==> config.mk <==
export PLATFORM = sky130hd
export DESIGN_NAME = uart_rx_ctrl
export DESIGN_NICKNAME = d
export VERILOG_FILES = /design/src/rtl/uart_rx_pkg.sv /design/src/rtl/rx_bit_timer.sv /design/src/rtl/uart_rx_ctrl.sv
export SDC_FILE = /design/constraint.sdc
export NUM_CORES = 1
export LEC_CHECK = 0
export CAP_MARGIN = 20
export CORE_ASPECT_RATIO = 1.2
export CORE_MARGIN = 2
export CORE_UTILIZATION = 30
export CTS_BUF_LIST = sky130_fd_sc_hd__clkbuf_2 sky130_fd_sc_hd__clkbuf_4 sky130_fd_sc_hd__clkbuf_8
export CTS_CLUSTER_DIAMETER = 50
export DETAILED_ROUTE_END_ITERATION = 8
export DONT_BUFFER_PORTS = 1
export HOLD_SLACK_MARGIN = 0.15
export SETUP_SLACK_MARGIN = 0.5
export SYNTH_ARGS = -nofsm -noshare
export SYNTH_HDL_FRONTEND = slang
export SYNTH_HIERARCHICAL = 1
export SYNTH_SLANG_ARGS = --single-unit
==> constraint.sdc <==
create_clock -name clk -period 5.5 [get_ports clk]
set_clock_uncertainty 0.2 [all_clocks]
set_input_delay 0.825 -clock clk [delete_from_list [all_inputs] [get_ports clk]]
set_output_delay 0.825 -clock clk [all_outputs]
set_load 0.01 [all_outputs]
==> src/rtl/uart_rx_pkg.sv <==
// uart_rx_pkg: shared states and constants for the UART receive controller
package uart_rx_pkg;
    typedef enum logic [1:0] {IDLE, START_CHK, RECV, CHECK} rx_state_t;
    localparam int RX_BITS = 9;
    localparam int DEFAULT_CLKS_PER_BIT = 10;
endpackage

==> src/rtl/rx_bit_timer.sv <==
// rx_bit_timer: bit-period down-counter with one-cycle expire and saturating bit count
module rx_bit_timer
    import uart_rx_pkg::*;
#(
    parameter int CLKS_PER_BIT = DEFAULT_CLKS_PER_BIT,
    parameter int TW = $clog2(CLKS_PER_BIT)
) (
    input  logic          clk,
    input  logic          rst,
    input  logic          load,
    input  logic [TW-1:0] load_val,
    input  logic          en,
    input  logic          cnt_en,
    output logic          expire,
    output logic [3:0]    bit_cnt
);
    logic [TW-1:0] tmr_q, tmr_d;
    logic [3:0] bit_q, bit_d;
    assign expire = en && tmr_q == '0;
    assign bit_cnt = bit_q;
    always_comb begin
        tmr_d = load ? load_val : expire ? TW'(CLKS_PER_BIT - 1) : en ? tmr_q - 1'b1 : tmr_q;
        bit_d = load ? 4'd0 : (expire && cnt_en && bit_q != 4'(RX_BITS)) ? bit_q + 1'b1 : bit_q;
    end
    always_ff @(posedge clk) begin
        if (rst) begin
            tmr_q <= '0;
            bit_q <= '0;
        end else begin
            tmr_q <= tmr_d;
            bit_q <= bit_d;
        end
    end
endmodule

==> src/rtl/uart_rx_ctrl.sv <==
// uart_rx_ctrl: start detect, mid-bit strobes, stop check and host byte buffer
module uart_rx_ctrl
    import uart_rx_pkg::*;
#(
    parameter int CLKS_PER_BIT = DEFAULT_CLKS_PER_BIT
) (
    input  logic       clk,
    input  logic       rst,
    input  logic       serial_in,
    input  logic [7:0] packet_data,
    input  logic       stop_bit,
    input  logic       data_read,
    output logic       shift_strobe,
    output logic [7:0] rx_data,
    output logic       data_ready,
    output logic       framing_error,
    output logic       overrun_error
);
    localparam int TW = $clog2(CLKS_PER_BIT);
    rx_state_t state_q, state_d;
    logic sync1_q, sync2_q, prev_q;
    logic [7:0] rx_data_q, rx_data_d;
    logic data_ready_q, data_ready_d, framing_q, framing_d, overrun_q, overrun_d;
    logic start_edge, expire, load_byte, accept;
    logic [3:0] bit_cnt;
    assign start_edge = prev_q && !sync2_q;
    assign accept = state_q == START_CHK && expire && !sync2_q;
    assign load_byte = state_q == CHECK && stop_bit;
    assign shift_strobe = state_q == RECV && expire;
    assign rx_data = rx_data_q;
    assign data_ready = data_ready_q;
    assign framing_error = framing_q;
    assign overrun_error = overrun_q;
    rx_bit_timer #(.CLKS_PER_BIT(CLKS_PER_BIT)) u_timer (
        .clk     (clk),
        .rst     (rst),
        .load    (state_q == IDLE && start_edge),
        .load_val(TW'(CLKS_PER_BIT / 2 - 1)),
        .en      (state_q == START_CHK || state_q == RECV),
        .cnt_en  (state_q == RECV),
        .expire  (expire),
        .bit_cnt (bit_cnt)
    );
    always_comb begin
        state_d = state_q == IDLE      ? (start_edge ? START_CHK : IDLE) :
                  state_q == START_CHK ? (expire ? (sync2_q ? IDLE : RECV) : START_CHK) :
                  state_q == RECV      ? ((expire && bit_cnt == 4'(RX_BITS - 1)) ? CHECK : RECV) :
                                         IDLE;
        rx_data_d = load_byte ? packet_data : rx_data_q;
        data_ready_d = load_byte || (data_ready_q && !data_read);
        overrun_d = load_byte ? (data_ready_q && !data_read) : (overrun_q && !data_read);
        framing_d = (state_q == CHECK && !stop_bit) || (framing_q && !accept);
    end
    always_ff @(posedge clk) begin
        if (rst) begin
            state_q <= IDLE;
            sync1_q <= 1'b1;
            sync2_q <= 1'b1;
            prev_q <= 1'b1;
            rx_data_q <= '0;
            data_ready_q <= 1'b0;
            framing_q <= 1'b0;
            overrun_q <= 1'b0;
        end else begin
            state_q <= state_d;
            sync1_q <= serial_in;
            sync2_q <= sync1_q;
            prev_q <= sync2_q;
            rx_data_q <= rx_data_d;
            data_ready_q <= data_ready_d;
            framing_q <= framing_d;
            overrun_q <= overrun_d;
        end
    end
endmodule

==> impl_metrics.ini <==
[yosys]
ys_ff_latch = 24
yosysWarnings = 6
synth-seq-area-share_pct = 41.1
syn_inst = 130
syn_area_per_cell_um2 = 9.00
syn_area_mm2 = 0.00117
synth_cell_types = 41

[drt]
dr.pass1.iters = 4
ant_nets = 0
first_iter_violations = 31
vias_per_cell = 4.87
routed.top_layer = met4
wl_um = 2210
wl_per_cell_um = 12.0
met3_length_um = 179
vias = 896
wl_met2_um = 1040
drcViolationCount = 0
wirelength_met1_um = 978

[clocking]
ctsResizeCount = 0
clockBufferDepth = 2
clk_latency_ps = 260
cts_tree = yes
ctsHoldBuffers = 0
cts_buffers = 3
h-tree-depth = 1
cts_root_buf = clkbuf_8
path_clk_slew_ps = 90
postCtsSetupBuffers = 0
clock-sinks = 24

[placed_design]
port_buffers = 0
detailed_place_hpwl_um = 1650
place_congestion = 0.834
pre_cts_ws_ps = 3120

[floorplan]
row_count = 24
chipWidth_um = 61.0
start_util_pct = 31.7
core_area_mm2 = 0.00369
dieArea_mm2 = 0.00442
die_h_um = 72.4
io_pins = 25

[layout]
final_nets = 154
final_layout_size_suffix_gt1_share_pct = 12.1
num_antenna_cells = 0
syn_to_final_growth_pct = 10.8

[timing]
setup_violations = 0
rsz0062_at_grt = false
hold_viol_final = 0
timing.fmax_ghz = 0.373
fin_crit_ps = 2680
tns_ps = 0
min_period_over_period_pct = 48.7
layout_setup_ws_ps = 2820
slew_violations = 0
whs_ps = 219

[global_route]
grt_max_degree = 26
grt_pass1_vias = 888
grt_antenna_before_repair = 0
grt_usage_pct = 10.9
grt.overflow.total = 0
grt_pass1_wl_um = 3770

[pwr]
power.density_mw_per_mm2 = 270
p_sw_w = 0.0000684
pwr-share-comb_pct = 4.9
internal-power_w = 0.000282
power.leakage_nw = 0.458
switching_share_pct = 19.5
clockPowerShare_pct = 44.0
vdd_ir_drop_max_uv = 192
p_seq_share_pct = 51.0

[critical_path]
cp.arrival_ps = 1660
r2r_cells = 6
slowest_stage = ha_1
timing.rr.end = u_timer/tmr_q[3]
cp_max_fo = 8
critical_path_buf_inv_count = 2
r2r_slack_ps = 3500
cp-start-kind = flip-flop
critPathTopFamily = adder cells
end_kind = primary output
cp-startpoint = state_q[0]
critPathRequiredTime_ps = 4470
criticalPathCategory = reg -> out
rr_startpoint = state_q[0]
cp_slowest_stage_delay_ps = 440
crit_chain = inv_1 > ha_1 > nand4bb_4 > clkinv_4 > and2_1

[hold_path]
holdPathEnd = sync2_q
hold_class = reg -> reg
whs_path_depth = 1
min_from = sync1_q

[flow_run]
drv_cap = 0

[status]
status = finished, final reports clean
power groups by stage:
| stage | clock (W) | sequential, W | combinational [W] |
|---|---|---|---|
| 2_1_floorplan | 0 | 0.000182 | 0.0000164 |
| 3_3_place_gp | 0 | 0.000183 | 0.0000165 |
| 3_5_place_dp | 0 | 0.000183 | 0.0000171 |
| 4_1_cts | 0.000159 | 0.000179 | 0.0000172 |
| 5_1_grt | 0.000164 | 0.000179 | 0.0000194 |
| 6_report | 0.000154 | 0.000179 | 0.0000173 |
state kept, by name (all words and copies together) (netlist names):
signal,count
framing_error,1
data_ready,1
prev_q,1
state_q,2
u_timer/tmr_q,4
rx_data,8
overrun_error,1
u_timer/bit_cnt,4
sync1_q,1
sync2_q,1
cells by family (layout without fill, tap and decap cells):
group / count (synthesis) / in the layout / synth area share [%]
AND/OR/NAND/NOR: 53 / 53 / 26.3
AO/OA/AOI/OAI: 28 / 28 / 16.9
flip-flops: 24 / 24 / 41.1
buffers and inverters: 13 / 13 / 4.81
adder cells (fa/ha/maj): 8 / 8 / 8.56
other: 2 / 4 / 0.642
multiplexers: 2 / 2 / 1.71
cells in the mapped netlist:
| master | number | share of area [%] |
|---|---|---|
| o311ai_1 | 1 | 0.75 |
| a2111oi_4 | 1 | 2.4 |
| o21ai_1 | 1 | 0.43 |
| buf_2 | 2 | 0.86 |
| clkinv_4 | 1 | 0.75 |
| nor3_1 | 4 | 1.7 |
| and2_1 | 2 | 1.1 |
| dfxtp_1 | 24 | 41 |
| a21oi_1 | 15 | 6.4 |
| nor4_2 | 1 | 1.1 |
| or2_2 | 3 | 1.6 |
| clkbuf_1 | 2 | 0.64 |
| a211o_1 | 1 | 0.75 |
| nand4_1 | 1 | 0.54 |
| nand4bb_4 | 1 | 2.4 |
| ha_1 | 8 | 8.6 |
| o31ai_1 | 1 | 0.64 |
| and3_1 | 1 | 0.54 |
| nand2_2 | 1 | 0.54 |
| o21ai_0 | 2 | 0.86 |
| a211oi_1 | 1 | 0.64 |
| nor3b_1 | 1 | 0.64 |
| nand4b_1 | 1 | 0.75 |
| nor2b_1 | 1 | 0.54 |
| or3_1 | 1 | 0.54 |
| nand2b_1 | 2 | 1.1 |
| o22ai_1 | 1 | 0.54 |
| and3b_2 | 1 | 0.86 |
| and3_4 | 1 | 0.96 |
| o41ai_1 | 1 | 0.75 |
| nor2_1 | 4 | 1.3 |
| mux2i_1 | 2 | 1.7 |
| conb_1 | 2 | 0.64 |
| a31oi_2 | 1 | 1.1 |
| nand3_1 | 3 | 1.3 |
| a221oi_1 | 1 | 0.75 |
| and3_2 | 1 | 0.64 |
| inv_1 | 8 | 2.6 |
| nand3b_1 | 3 | 1.9 |
| a2111o_1 | 1 | 0.96 |
| nand2_1 | 20 | 6.4 |
cell type report:
| cell class | instances | area (um^2) |
|---|---|---|
| fill | 389 | 2400 |
| multi-input combinational | 95 | 641 |
| inverter | 9 | 38.8 |
| tap | 52 | 65.1 |
| sequential | 24 | 480 |
| clock buffer | 3 | 41.3 |
| clock inverter | 1 | 30.0 |
layer usage:
layer | GRT usage, % | vias to the layer above
li1 | - | 450
met1 | 13.6 | 405
met2 | 18.6 | 39
met3 | 4.10 | 2
met4 | 0.725 | 0
met5 | 0 | -
worst max-delay path by stage:
stage	to	slack [ps]	cells after the start
finish	shift_strobe	2820	5
global route	shift_strobe	2710	5
CTS	shift_strobe	2810	5
detailed placement	shift_strobe	3120	5
global placement	shift_strobe	3190	5
floorplan	shift_strobe	3260	5
cell usage in the layout, fill, tap and decap left out, types with 2 or more instances in the layout:
master	netlist	routed
conb_1	2	4
nor3_1	4	4
nor2_1	4	4
a21oi_1	15	15
clkbuf_8	0	3
nand3_1	3	3
mux2i_1	2	2
o21ai_0	2	2
nand2_1	20	20
ha_1	8	8
inv_1	8	8
and2_1	2	2
dfxtp_1	24	24
nand2b_1	2	2
or2_2	3	3
nand3b_1	3	3
through the flow:
step | total power [W] | std cells | util, % | area, um^2
2_1_floorplan | 0.000198 | 132 | - | 1180
3_3_place_gp | 0.000199 | 180 | 33.2 | 1220
3_5_place_dp | 0.000200 | 180 | 33.2 | 1220
4_1_cts | 0.000355 | 184 | 35.1 | 1300
5_1_grt | 0.000363 | 184 | 35.1 | 1300
6_report | 0.000350 | 184 | 35.1 | 1300
Power figures use the tool's default switching activity.
